`src/rtl/mmio_uart_tx.sv`:
```
// mmio_uart_tx: memory-mapped 8N1 UART transmitter for the singlecycle core
// LSU I/O port. Core stores push bytes into a TX FIFO; a bit-serial FSM shifts
// them out LSB first on o_tx.
//
// Register window (16 bytes at BASE_ADDR, offset = i_addr[3:2]):
//   0x0 TXDATA   (W) push i_st_data[7:0]; reads 0
//   0x4 STATUS   (R) [0] full [1] empty [2] busy [3] overflow [7:4] level
//                    [8] parity enabled; (W) bit3 = 1 clears overflow
//   0x8 BAUD_DIV (RW) [15:0] clocks per bit, 0 treated as 1
//   0xC reserved
//
// Ports:
//   i_clk       system clock, rising edge
//   i_reset     synchronous active-high reset
//   i_addr      byte address from the LSU
//   i_st_en     store strobe
//   i_st_data   store data
//   o_ld_data   combinational read data, 0 outside the window
//   o_tx        registered serial line, idle high
//   o_irq_empty registered, 1 when FIFO empty and FSM idle
//
// Build option: define UART_PARITY_EN to insert an even-parity bit between
// data bit 7 and the stop bit (8E1 framing, STATUS[8] reads 1).
module mmio_uart_tx #(
  parameter logic [31:0] BASE_ADDR   = 32'h1000_7000,
  parameter int          FIFO_DEPTH  = 8,
  parameter logic [15:0] DEFAULT_DIV = 16'd434
) (
  input  logic        i_clk,
  input  logic        i_reset,
  input  logic [31:0] i_addr,
  input  logic        i_st_en,
  input  logic [31:0] i_st_data,
  output logic [31:0] o_ld_data,
  output logic        o_tx,
  output logic        o_irq_empty
);

  localparam int AW = $clog2(FIFO_DEPTH);
  localparam int CW = AW + 1;

`ifdef UART_PARITY_EN
  localparam logic PARITY_FLAG = 1'b1;
  typedef enum logic [2:0] {
    S_IDLE   = 3'd0,
    S_START  = 3'd1,
    S_DATA   = 3'd2,
    S_PARITY = 3'd3,
    S_STOP   = 3'd4
  } state_t;
`else
  localparam logic PARITY_FLAG = 1'b0;
  typedef enum logic [2:0] {
    S_IDLE  = 3'd0,
    S_START = 3'd1,
    S_DATA  = 3'd2,
    S_STOP  = 3'd4
  } state_t;
`endif

  // Counter reload value for one bit; a divisor of 0 behaves like 1.
  function automatic logic [15:0] period_m1(input logic [15:0] div);
    return (div == 16'd0) ? 16'd0 : div - 16'd1;
  endfunction

  logic [7:0]    fifo_mem [FIFO_DEPTH];
  logic [AW-1:0] wr_ptr, rd_ptr;
  logic [CW-1:0] count, count_n;
  logic          overflow;
  logic [15:0]   baud_div;
  state_t        state, state_n;
  logic [15:0]   baud_cnt, baud_cnt_n;
  logic [2:0]    bit_idx, bit_idx_n, bit_nxt;
  logic [7:0]    shreg, shreg_n;
  logic          tx_q, tx_n;
  logic          irq_q;
  logic          pop, push, full, empty;
  logic          sel, wr_txdata, wr_status, wr_baud;
  logic [1:0]    off;
  logic [3:0]    level;
  logic          unused_bits;

  assign unused_bits = ^{i_addr[1:0], i_st_data[31:16]};

  assign sel       = (i_addr[31:4] == BASE_ADDR[31:4]);
  assign off       = i_addr[3:2];
  assign wr_txdata = i_st_en & sel & (off == 2'd0);
  assign wr_status = i_st_en & sel & (off == 2'd1);
  assign wr_baud   = i_st_en & sel & (off == 2'd2);

  assign full  = (count == CW'(FIFO_DEPTH));
  assign empty = (count == '0);
  // A pop in the same cycle frees a slot, so a push into a full FIFO survives.
  assign push  = wr_txdata & (~full | pop);

  always_comb begin
    count_n = count;
    case ({push, pop})
      2'b10:   count_n = count + CW'(1);
      2'b01:   count_n = count - CW'(1);
      default: count_n = count;
    endcase
  end

  always_comb begin
    if (32'(count) > 32'd15) level = 4'hF;
    else                     level = 4'(count);
  end

  assign bit_nxt = bit_idx + 3'd1;

  always_comb begin
    state_n    = state;
    baud_cnt_n = baud_cnt;
    bit_idx_n  = bit_idx;
    shreg_n    = shreg;
    tx_n       = tx_q;
    pop        = 1'b0;
    case (state)
      S_IDLE: begin
        tx_n = 1'b1;
        if (!empty) begin
          pop        = 1'b1;
          shreg_n    = fifo_mem[rd_ptr];
          state_n    = S_START;
          baud_cnt_n = period_m1(baud_div);
          tx_n       = 1'b0;
        end
      end
      S_START: begin
        if (baud_cnt == 16'd0) begin
          state_n    = S_DATA;
          bit_idx_n  = 3'd0;
          baud_cnt_n = period_m1(baud_div);
          tx_n       = shreg[0];
        end else begin
          baud_cnt_n = baud_cnt - 16'd1;
        end
      end
      S_DATA: begin
        if (baud_cnt == 16'd0) begin
          baud_cnt_n = period_m1(baud_div);
          if (bit_idx == 3'd7) begin
`ifdef UART_PARITY_EN
            state_n = S_PARITY;
            tx_n    = ^shreg;
`else
            state_n = S_STOP;
            tx_n    = 1'b1;
`endif
          end else begin
            bit_idx_n = bit_nxt;
            tx_n      = shreg[bit_nxt];
          end
        end else begin
          baud_cnt_n = baud_cnt - 16'd1;
        end
      end
`ifdef UART_PARITY_EN
      S_PARITY: begin
        if (baud_cnt == 16'd0) begin
          state_n    = S_STOP;
          baud_cnt_n = period_m1(baud_div);
          tx_n       = 1'b1;
        end else begin
          baud_cnt_n = baud_cnt - 16'd1;
        end
      end
`endif
      S_STOP: begin
        if (baud_cnt == 16'd0) begin
          // Chain straight into the next start bit when more data is queued.
          if (!empty) begin
            pop        = 1'b1;
            shreg_n    = fifo_mem[rd_ptr];
            state_n    = S_START;
            baud_cnt_n = period_m1(baud_div);
            tx_n       = 1'b0;
          end else begin
            state_n    = S_IDLE;
            baud_cnt_n = 16'd0;
            tx_n       = 1'b1;
          end
        end else begin
          baud_cnt_n = baud_cnt - 16'd1;
        end
      end
      default: begin
        state_n = S_IDLE;
        tx_n    = 1'b1;
      end
    endcase
  end

  // Control state: reset applies here only.
  always_ff @(posedge i_clk) begin
    if (i_reset) begin
      state    <= S_IDLE;
      baud_cnt <= 16'd0;
      bit_idx  <= 3'd0;
      tx_q     <= 1'b1;
      irq_q    <= 1'b1;
      wr_ptr   <= '0;
      rd_ptr   <= '0;
      count    <= '0;
      overflow <= 1'b0;
      baud_div <= DEFAULT_DIV;
    end else begin
      state    <= state_n;
      baud_cnt <= baud_cnt_n;
      bit_idx  <= bit_idx_n;
      tx_q     <= tx_n;
      irq_q    <= (count_n == '0) && (state_n == S_IDLE);
      count    <= count_n;
      if (push) wr_ptr <= wr_ptr + AW'(1);
      if (pop)  rd_ptr <= rd_ptr + AW'(1);
      if (wr_baud) baud_div <= i_st_data[15:0];
      // A new overflow in the same cycle as a clear wins.
      if (wr_status && i_st_data[3]) overflow <= 1'b0;
      if (wr_txdata && full && !pop) overflow <= 1'b1;
    end
  end

  // Datapath storage: no reset needed.
  always_ff @(posedge i_clk) begin
    if (push) fifo_mem[wr_ptr] <= i_st_data[7:0];
    shreg <= shreg_n;
  end

  always_comb begin
    o_ld_data = 32'd0;
    if (sel) begin
      case (off)
        2'd1:    o_ld_data = {23'd0, PARITY_FLAG, level, overflow,
                              (state != S_IDLE), empty, full};
        2'd2:    o_ld_data = {16'd0, baud_div};
        default: o_ld_data = 32'd0;
      endcase
    end
  end

  assign o_tx        = tx_q;
  assign o_irq_empty = irq_q;

endmodule

```
`config.mk`:
```
export PLATFORM = sky130hd
export DESIGN_NAME = mmio_uart_tx
export DESIGN_NICKNAME = d
export VERILOG_FILES = /design/src/rtl/mmio_uart_tx.sv
export SDC_FILE = /design/constraint.sdc
export NUM_CORES = 1
export LEC_CHECK = 0
export ABC_AREA = 1
export CORE_MARGIN = 2
export CORE_UTILIZATION = 59
export DETAILED_ROUTE_END_ITERATION = 16
export PLACE_DENSITY_LB_ADDON = 0.15
export SLEW_MARGIN = 20
export SYNTH_ARGS = -nofsm -noshare
export SYNTH_HDL_FRONTEND = slang
export SYNTH_SLANG_ARGS = --single-unit
```
`constraint.sdc`:
```
create_clock -name i_clk -period 5 [get_ports i_clk]
set_input_delay 1.5 -clock i_clk [delete_from_list [all_inputs] [get_ports i_clk]]
set_output_delay 1.5 -clock i_clk [all_outputs]
set_load 0.005 [all_outputs]
```
======== After elaboration in Yosys (flattened, before gate mapping) ========
Memories as Yosys holds them, arrays and structs flattened. A register that Yosys moved wholly into a read port is not among the register bits.
Index checks and enable logic that the tools add are counted.
storage, ports and cells
  register bits after elaboration ......... 59
  bits in latches ......................... 0
  bits in writable memories ............... 64
  bits in read-only memories .............. 0
  bits of input ports ..................... 67
  output and inout bits ................... 34
  logic and storage cells ................. 104
  memories ................................ 1
memory list
  memory    words  width  rd ports  clocked after memory_dff  wr ports  RTL line  RTL
  fifo_mem  8      8      1         1                         1         66        logic [7:0] fifo_mem [FIFO_DEPTH];
cells by class
  add/subtract/negate cells ............... 7
  $mul .................................... 0
  div/mod/pow operators ................... 0
  $lt $le $gt $ge ......................... 1
  equal/unequal tests ..................... 15
  shift operators ......................... 0
  mux-type cells .......................... 40
  bitwise operators ....................... 7
  reduce and logical (&&, ||, !) cells .... 22
operator list
  kind                     number
  $mux W16                 6
  $pmux W16 S3             1
  $logic_not A16 Y1        2
  $pmux W16 S2             1
  $sub A16 B1 Y16 const B  2
  $mux W3                  10
  $eq A28 B25 Y1 const B   1
  $mux W8                  2
  $pmux W8 S2              1
  $mux W1                  13
  $pmux W3 S4              1
  $ne A2 B2 Y1 const B     5
  $add A3 B1 Y3 const B    3
  $logic_not A4 Y1         2
  $pmux W4 S2              1
  $eq A3 B3 Y1 const B     2
  $logic_not A3 Y1         2
  $pmux W3 S2              1
  $reduce_bool A2 Y1       3
  $reduce_bool A3 Y1       2
  $and A1 B1 Y1            5
  $add A4 B1 Y4 const B    1
  $eq A2 B1 Y1 const B     2
  $eq A2 B2 Y1 const B     2
  17 further kinds         21

======== Logic depth before layout (Yosys ltp) ========
Gate-level depths: netlist of run 1.
  word-level depth ........................ 10
  gate-level depth with buffers ........... 22
  depth with buffers taken out ............ 22

======== Worst setup path before layout of run 1 ========
Ideal clock, no wire load.
  kind .................................... input to output
  start ................................... input port i_addr[2]
  end ..................................... output port o_ld_data[10]
  arrival ................................. 2.335 ns
  required time ........................... 3.500 ns
  path slack .............................. 1.165 ns
  cell stages on the path ................. 5
  buffers on the path ..................... 1
  cells stage by stage .................... inv_1 ha_1 clkbuf_1 inv_1 nor3_1
on the way
  word-level cells in the longest chain between the ends .. 3
  elaborated cells on any way between the ends .. 4
  those cells by class .................... eq/ne: 2; mux: 2
RTL lines
  what                                                 RTL line  RTL
  start, declared                                      31        input logic [31:0] i_addr,
  $eq A2 B2 Y1 / $eq A2 B1 Y1 (equally long branches)  233       case (off)
  $pmux W16 S2 (*)                                     233
  $mux W16 (*)                                         232       if (sel) begin
  end, declared                                        34        output logic [31:0] o_ld_data,
Mark *: on every way between the ends. The rest lies on a longest branch, timed or not.

======== Final worst setup path of run 1 ========
  start ................................... input port i_addr[28]
  end ..................................... output port o_ld_data[4]
on the way
  word-level cells in the longest chain between the ends .. 2
RTL lines
  what            RTL line  RTL
  $eq A28 B25 Y1  85        assign sel = (i_addr[31:4] == BASE_ADDR[31:4]);
  $mux W16        232
No other way between the ends.

==> results.sh, run 1 <==
export IMPL_outcome="complete, no violations"
export IMPL_p_per_area_mw_per_mm2=343
export IMPL_min_to="o_tx"
export IMPL_clkLatencyLatePin_ns=0.42
export IMPL_drt_iter0_markers=598
export IMPL_dp_cells=1043
export IMPL_reg2reg_slack_ns=2.06
export IMPL_drv_cap=0
export IMPL_yosys_area_top_type="edfxtp_1"
export IMPL_synth_commonest_cells="nor2_1 (194), nand2_1 (157), edfxtp_1 (72)"
export IMPL_drc=0
export IMPL_timing_rr_end="o_irq_empty"
export IMPL_synth_compound_area_frac=0.107
export IMPL_fin_crit_sh=0.979
export IMPL_worstSetupPathType="input pin to output pin"
export IMPL_min_path_cells=2
export IMPL_synthAdderAreaFrac=0.0261
export IMPL_grt_start_max_net_pins=34
export IMPL_min_delay_path_class="flop to flop"
export IMPL_report_final_slew_viol_count=0
export IMPL_clockBufferDepth=2
export IMPL_ys_flop_type="edfxtp_1"
export IMPL_via_per_inst=5.64
export IMPL_final_cells=1075
export IMPL_netlist_area_leader_share=0.322
export IMPL_synth_edf_count=72
export IMPL_post_cts_repair_setup_buffers=0
export IMPL_row_count=38
export IMPL_final_fill_count=821
export IMPL_ff2ff_path_depth=22
export IMPL_place_ws_ns=0.0759
export IMPL_yosys_top_cells_area="edfxtp_1 (32%), dfxtp_1 (16%), nor2_1 (11%)"
export IMPL_dieHeight_um=111
export IMPL_crit_arrival_ns=3.40
export IMPL_area_growth_pct=19.8
export IMPL_synth_top_family_by_area="simple AND/OR/NAND/NOR gates"
export IMPL_synth_warnings=0
export IMPL_yosys_area_share_simple=0.286
export IMPL_coreArea_mm2=0.0110
export IMPL_multiInputGateArea_mm2=0.00303
export IMPL_setup_tns_ns=0
export IMPL_synth_cells=856
export IMPL_tightest_slew_ns=1.09
export IMPL_gp_congestion=0.967
export IMPL_vias=6058
export IMPL_clkTransAtPathRegs_ns=0.05
export IMPL_grt_pass1_wl_um=27400
export IMPL_cellLeakagePower_nw=3.36
export IMPL_ant_nets=0
export IMPL_cp_required_ns=3.50
export IMPL_yosysSeqAreaShare=0.483
export IMPL_antenna_found_initial=0
export IMPL_cts_sinks=126
export IMPL_grt_pass1_vias=5759
export IMPL_dieArea_mm2=0.0122
export IMPL_postLayoutCoreUtil=0.732
export IMPL_io_buffers=66
export IMPL_register_area_mm2=0.00324
export IMPL_wire_per_inst_um=15.6
export IMPL_rsz0062_at_grt="yes"
export IMPL_ios=101
export IMPL_final_nets=1003
export IMPL_synthMostInstantiatedCell="nor2_1"
export IMPL_hold_violations=0
export IMPL_hold_buffers=0
export IMPL_die_x_um=111
export IMPL_grt_overflow_total=0
export IMPL_setup_viol=0
export IMPL_min_from="o_tx"
export IMPL_firstDrtPassIters=6
export IMPL_r2r_start="baud_cnt[0]"
export IMPL_cts_htree_levels=4
export IMPL_synth_area_mm2=0.00671
export IMPL_synthXorXnorAreaFrac=0.0196
export IMPL_track_usage=0.278
export IMPL_fin_ws_ns=0.104
export IMPL_relSlewSlack=0.266
export IMPL_start_kind="input pin"
export IMPL_dp_hpwl_um=11800
export IMPL_max_freq_mhz=204
export IMPL_n_antenna_cell=0
export IMPL_worst_path_max_fanout=8
export IMPL_wl_um=16700
export IMPL_start_util=0.611
export IMPL_ys_async_sr_fraction=0
export IMPL_drive_above_1_share=0.0663
export IMPL_finalClockSkew_ns=0.00767
export IMPL_tritoncts="built"
export IMPL_cts_resized=0
export IMPL_muxShareOfSynthArea=0.00298
export IMPL_ys_ff_latch=126
export IMPL_syn_area_per_cell_um2=7.84
export IMPL_synth_cell_type_count=36
export IMPL_fin_crit_ns=4.90
export IMPL_crit_path_end_kind="output pin"
export IMPL_cts_root_buffer="clkbuf_16"
export IMPL_cts_buffers=17
export IMPL_peakVddDrop_v=0.000375
## metal layers
metal  track usage  wire, um
met4        0.0950       298
met3        0.0651      1540
met2         0.445      7790
met5             0         0
met1         0.373      7100
## critical path, cell delays in order
cell             delay (ns)
clkdlybuf4s50_1        0.46
inv_1                  0.04
nor2_1                 0.11
nand2_1                0.08
nor2_2                 0.18
nand3_1                0.09
buf_4                  0.17
a21oi_1                0.21
clkdlybuf4s50_1        0.56
## where the power goes
part	switching [mW]	internal [mW]	total, mW
Sequential	0.0201	1.13	1.15
Clock	0.447	0.832	1.28
Combinational	0.215	0.111	0.327
Total	0.682	2.07	2.75
## layout by cell type, fill, tap and decap left out, drive strengths merged, types with 4 or more instances in the layout
cell,n
a21oi,37
a31oi,10
buf,6
bufinv,4
clkbuf,21
clkdlybuf4s50,66
clkinv,4
conb,16
dfxtp,54
edfxtp,72
ha,14
inv,74
nand2,164
nand3,56
nand4,8
nor2,208
nor3,11
o211ai,4
o21ai,69
o22ai,9
xor2,15
## worst max-delay path by stage
stage	from	slack, ns	endpoint	depth (start not counted)
floorplan	i_addr[2]	1.17	o_ld_data[10]	5
global placement	i_addr[28]	0.07	o_ld_data[1]	9
detailed placement	i_addr[28]	0.08	o_ld_data[4]	9
CTS	i_addr[28]	0.05	o_ld_data[4]	9
global route	i_addr[12]	-0.02	o_ld_data[8]	9
finish	i_addr[28]	0.10	o_ld_data[4]	9
## area by class of cell
| type | instances | area share |
|---|---|---|
| Multi-Input combinational cell | 631 | 0.377 |
| Clock inverter | 11 | 0.0210 |
| Tap cell | 140 | 0.0218 |
| Sequential cell | 126 | 0.403 |
| Timing Repair Buffer | 72 | 0.0878 |
| Clock buffer | 21 | 0.0548 |
| Inverter | 74 | 0.0345 |
## cell families (layout without fill, tap and decap cells)
| kind of cell | after synthesis | count (layout) |
|---|---|---|
| AND/OR/NAND/NOR | 450 | 450 |
| AO/OA/AOI/OAI | 134 | 134 |
| flip-flops | 126 | 126 |
| buffers and inverters | 114 | 178 |
| XOR/XNOR | 15 | 15 |
| adder cells (fa/ha/maj) | 14 | 14 |
| multiplexers | 2 | 2 |
| other | 1 | 16 |
## stage by stage
| stage | hold WS (ns) | instance area [um2] | total power, mW |
|---|---|---|---|
| after floorplan | 0.448 | 6770 | 1.38 |
| after global placement | 0.459 | 7430 | 1.47 |
| after detailed placement | 0.472 | 7430 | 1.49 |
| final | 0.491 | 8040 | 2.75 |
| after global routing | 0.518 | 8040 | 2.85 |
| after CTS | 0.494 | 8040 | 2.75 |
## registers in the layout (all words and copies together), names as in the netlist, named ones only
register	flops
baud_cnt	16
baud_div	16
bit_idx	3
count	4
fifo_mem	64
o_irq_empty	1
o_tx	1
overflow	1
rd_ptr	3
shreg	8
state	3
wr_ptr	3
(Power assumes the default switching activity.)
==> run 2, diff against run 1 <==
--- a/config.mk
+++ b/config.mk
@@ -9,7 +9,7 @@
 export CORE_MARGIN = 2
 export CORE_UTILIZATION = 59
 export DETAILED_ROUTE_END_ITERATION = 16
-export PLACE_DENSITY_LB_ADDON = 0.15
+export PLACE_DENSITY = 0.93
 export SLEW_MARGIN = 20
 export SYNTH_ARGS = -nofsm -noshare
 export SYNTH_HDL_FRONTEND = slang
==> run 2 against run 1 <==
Effect of this change: sequential power about the same; first-iteration DRC count increased by 50%; setup slack improved by 0.024 ns; routed wire length increased by 6.1%; critical path type unchanged; largest cell class unchanged; largest power group unchanged.
==> results.sh, run 2 (synthesized netlist as in run 1, its figures left out) <==
export IMPL_cp_num_buf_inv=4
export IMPL_wl_um=17700
export IMPL_min_to="o_tx"
export IMPL_gp_congestion=0.947
export IMPL_peakVddDrop_v=0.000224
export IMPL_largest_register="fifo_mem"
export IMPL_start_util=0.611
export IMPL_slowest_delay_ns=0.57
export IMPL_grt_overflow_total=0
export IMPL_fin_crit_ns=4.87
export IMPL_max_freq_mhz=205
export IMPL_tightest_slew_ns=0.990
export IMPL_clockBufferDepth=2
export IMPL_place_ws_ns=0.128
export IMPL_drive_above_1_share=0.0759
export IMPL_antenna_found_initial=0
export IMPL_setup_viol=0
export IMPL_post_cts_repair_setup_buffers=0
export IMPL_reg2reg_slack_ns=1.97
export IMPL_timing_rr_end="o_irq_empty"
export IMPL_cellLeakagePower_nw=3.36
export IMPL_cts_htree_levels=4
export IMPL_hold_violations=0
export IMPL_cts_buffers=17
export IMPL_cp_required_ns=3.50
export IMPL_min_from="o_tx"
export IMPL_vias=6326
export IMPL_dp_hpwl_um=11100
export IMPL_io_buffers=66
export IMPL_drt_iter0_markers=899
export IMPL_dp_cells=1043
export IMPL_row_count=38
export IMPL_ios=101
export IMPL_largest_registers="fifo_mem: 64 flops, baud_cnt: 16 flops, baud_div: 16 flops"
export IMPL_report_final_slew_viol_count=0
export IMPL_p_per_area_mw_per_mm2=338
export IMPL_min_path_cells=2
export IMPL_clkTransAtPathRegs_ns=0.06
export IMPL_drv_cap=0
export IMPL_wire_per_inst_um=16.5
export IMPL_coreArea_mm2=0.0110
export IMPL_fin_ws_ns=0.128
export IMPL_final_cells=1075
export IMPL_final_common_cell="nor2_1"
export IMPL_final_nets=1003
export IMPL_ant_nets=0
export IMPL_area_growth_pct=19.8
export IMPL_dieHeight_um=111
export IMPL_outcome="complete, no violations"
export IMPL_crit_arrival_ns=3.37
export IMPL_tritoncts="built"
export IMPL_ff2ff_path_depth=19
export IMPL_drc=0
export IMPL_final_fill_count=700
export IMPL_largest_reg_flops=64
export IMPL_finalClockSkew_ns=0.00739
export IMPL_layout_common_cells="nor2_1 (194), nand2_1 (156), edfxtp_1 (72)"
export IMPL_min_delay_path_class="flop to flop"
export IMPL_grt_start_max_net_pins=34
export IMPL_path_cells="clkdlybuf4s50_1 > inv_1 > nor2_1 > nand4_1 > nor2_1 > nand3_1 > buf_4 > a21oi_1 > clkdlybuf4s50_1"
export IMPL_firstDrtPassIters=6
export IMPL_relSlewSlack=0.336
export IMPL_rsz0062_at_grt="no"
export IMPL_worst_path_max_fanout=8
export IMPL_dieArea_mm2=0.0122
export IMPL_r2r_start="baud_cnt[0]"
export IMPL_track_usage=0.291
export IMPL_start_kind="input pin"
export IMPL_total_power_mw=2.71
export IMPL_grt_pass1_vias=6067
export IMPL_fin_crit_sh=0.974
export IMPL_crit_family="buffers and inverters"
export IMPL_worstSetupPathType="input pin to output pin"
export IMPL_via_per_inst=5.88
export IMPL_setup_tns_ns=0
export IMPL_clkLatencyLatePin_ns=0.42
export IMPL_stdcell_area_mm2=0.00804
export IMPL_grt_pass1_wl_um=28900
export IMPL_cts_root_buffer="clkbuf_16"
export IMPL_cts_sinks=126
export IMPL_post_dp_cell_area_mm2=0.00743
export IMPL_die_x_um=111
export IMPL_n_antenna_cell=0
export IMPL_crit_slowest_cell="clkdlybuf4s50_1"
export IMPL_crit_path_end_kind="output pin"
==> run 2: cell count changes in the layout (fill, tap and decap cells not counted), sizes merged <==
| cell | previous run | this run |
|---|---|---|
| clkinvlp | 3 | 2 |
| clkinv | 4 | 2 |
| clkbuf | 21 | 17 |
| bufinv | 4 | 1 |
| inv | 74 | 84 |
==> run 2: area by class of cell <==
class | instances | area, um2 | share of cell area
flip-flops and latches | 126 | 3240 | 0.403
multi-input cells | 631 | 3050 | 0.379
repair buffers | 72 | 706 | 0.0878
clock buffers | 17 | 425 | 0.0529
inverters | 74 | 278 | 0.0345
well taps | 140 | 175 | 0.0218
clock inverters | 15 | 168 | 0.0209
==> run 2: worst reg2reg max path: cells and delay by family, from the launching register on <==
family / cells / cell delay [ns]
adders and majority gates: 3 / 0.75
muxes: 1 / 0.32
buffers and inverters: 2 / 0.15
and+or+nand+nor: 13 / 1.42
DFF: 1 / 0.32
==> run 2: how the worst max path moves through the flow <==
stage                from  slack (ns)             to  cells past startpoint
2_1_floorplan   i_addr[2]        1.17  o_ld_data[10]                      5
3_3_place_gp    i_addr[2]        0.12  o_ld_data[14]                      6
3_5_place_dp   i_addr[14]        0.13  o_ld_data[12]                      9
4_1_cts        i_addr[14]        0.11   o_ld_data[1]                      9
5_1_grt        i_addr[14]        0.01   o_ld_data[4]                      9
6_report       i_addr[14]        0.13   o_ld_data[4]                      9
==> run 2: timing repair <==
action	in CTS	in global routing
setup endpoints to repair	0	6
hold buffers	0	0
resized for setup	0	5
==> run 2: report_power, final <==
group / switching (mW) / internal (mW) / leakage (nW)
sequential: 0.0194 / 1.13 / 1.08
clock: 0.534 / 0.713 / 0.288
combinational: 0.208 / 0.111 / 1.99
==> run 2: per-stage QoR <==
step | hold slack (ns) | util
detailed placement | 0.468 | 0.676
CTS | 0.484 | 0.730
finish | 0.483 | 0.732
global placement | 0.461 | 0.676
global route | 0.514 | 0.732
floorplan | 0.448 | -
==> run 2: layer usage <==
layer  track usage  part of all wire  vias to the layer above
li1              -                 -                     2927
met1         0.355              0.37                     2897
met2         0.476              0.48                      422
met3        0.0924              0.11                       80
met4         0.127             0.037                        0
met5             0                 0                        -
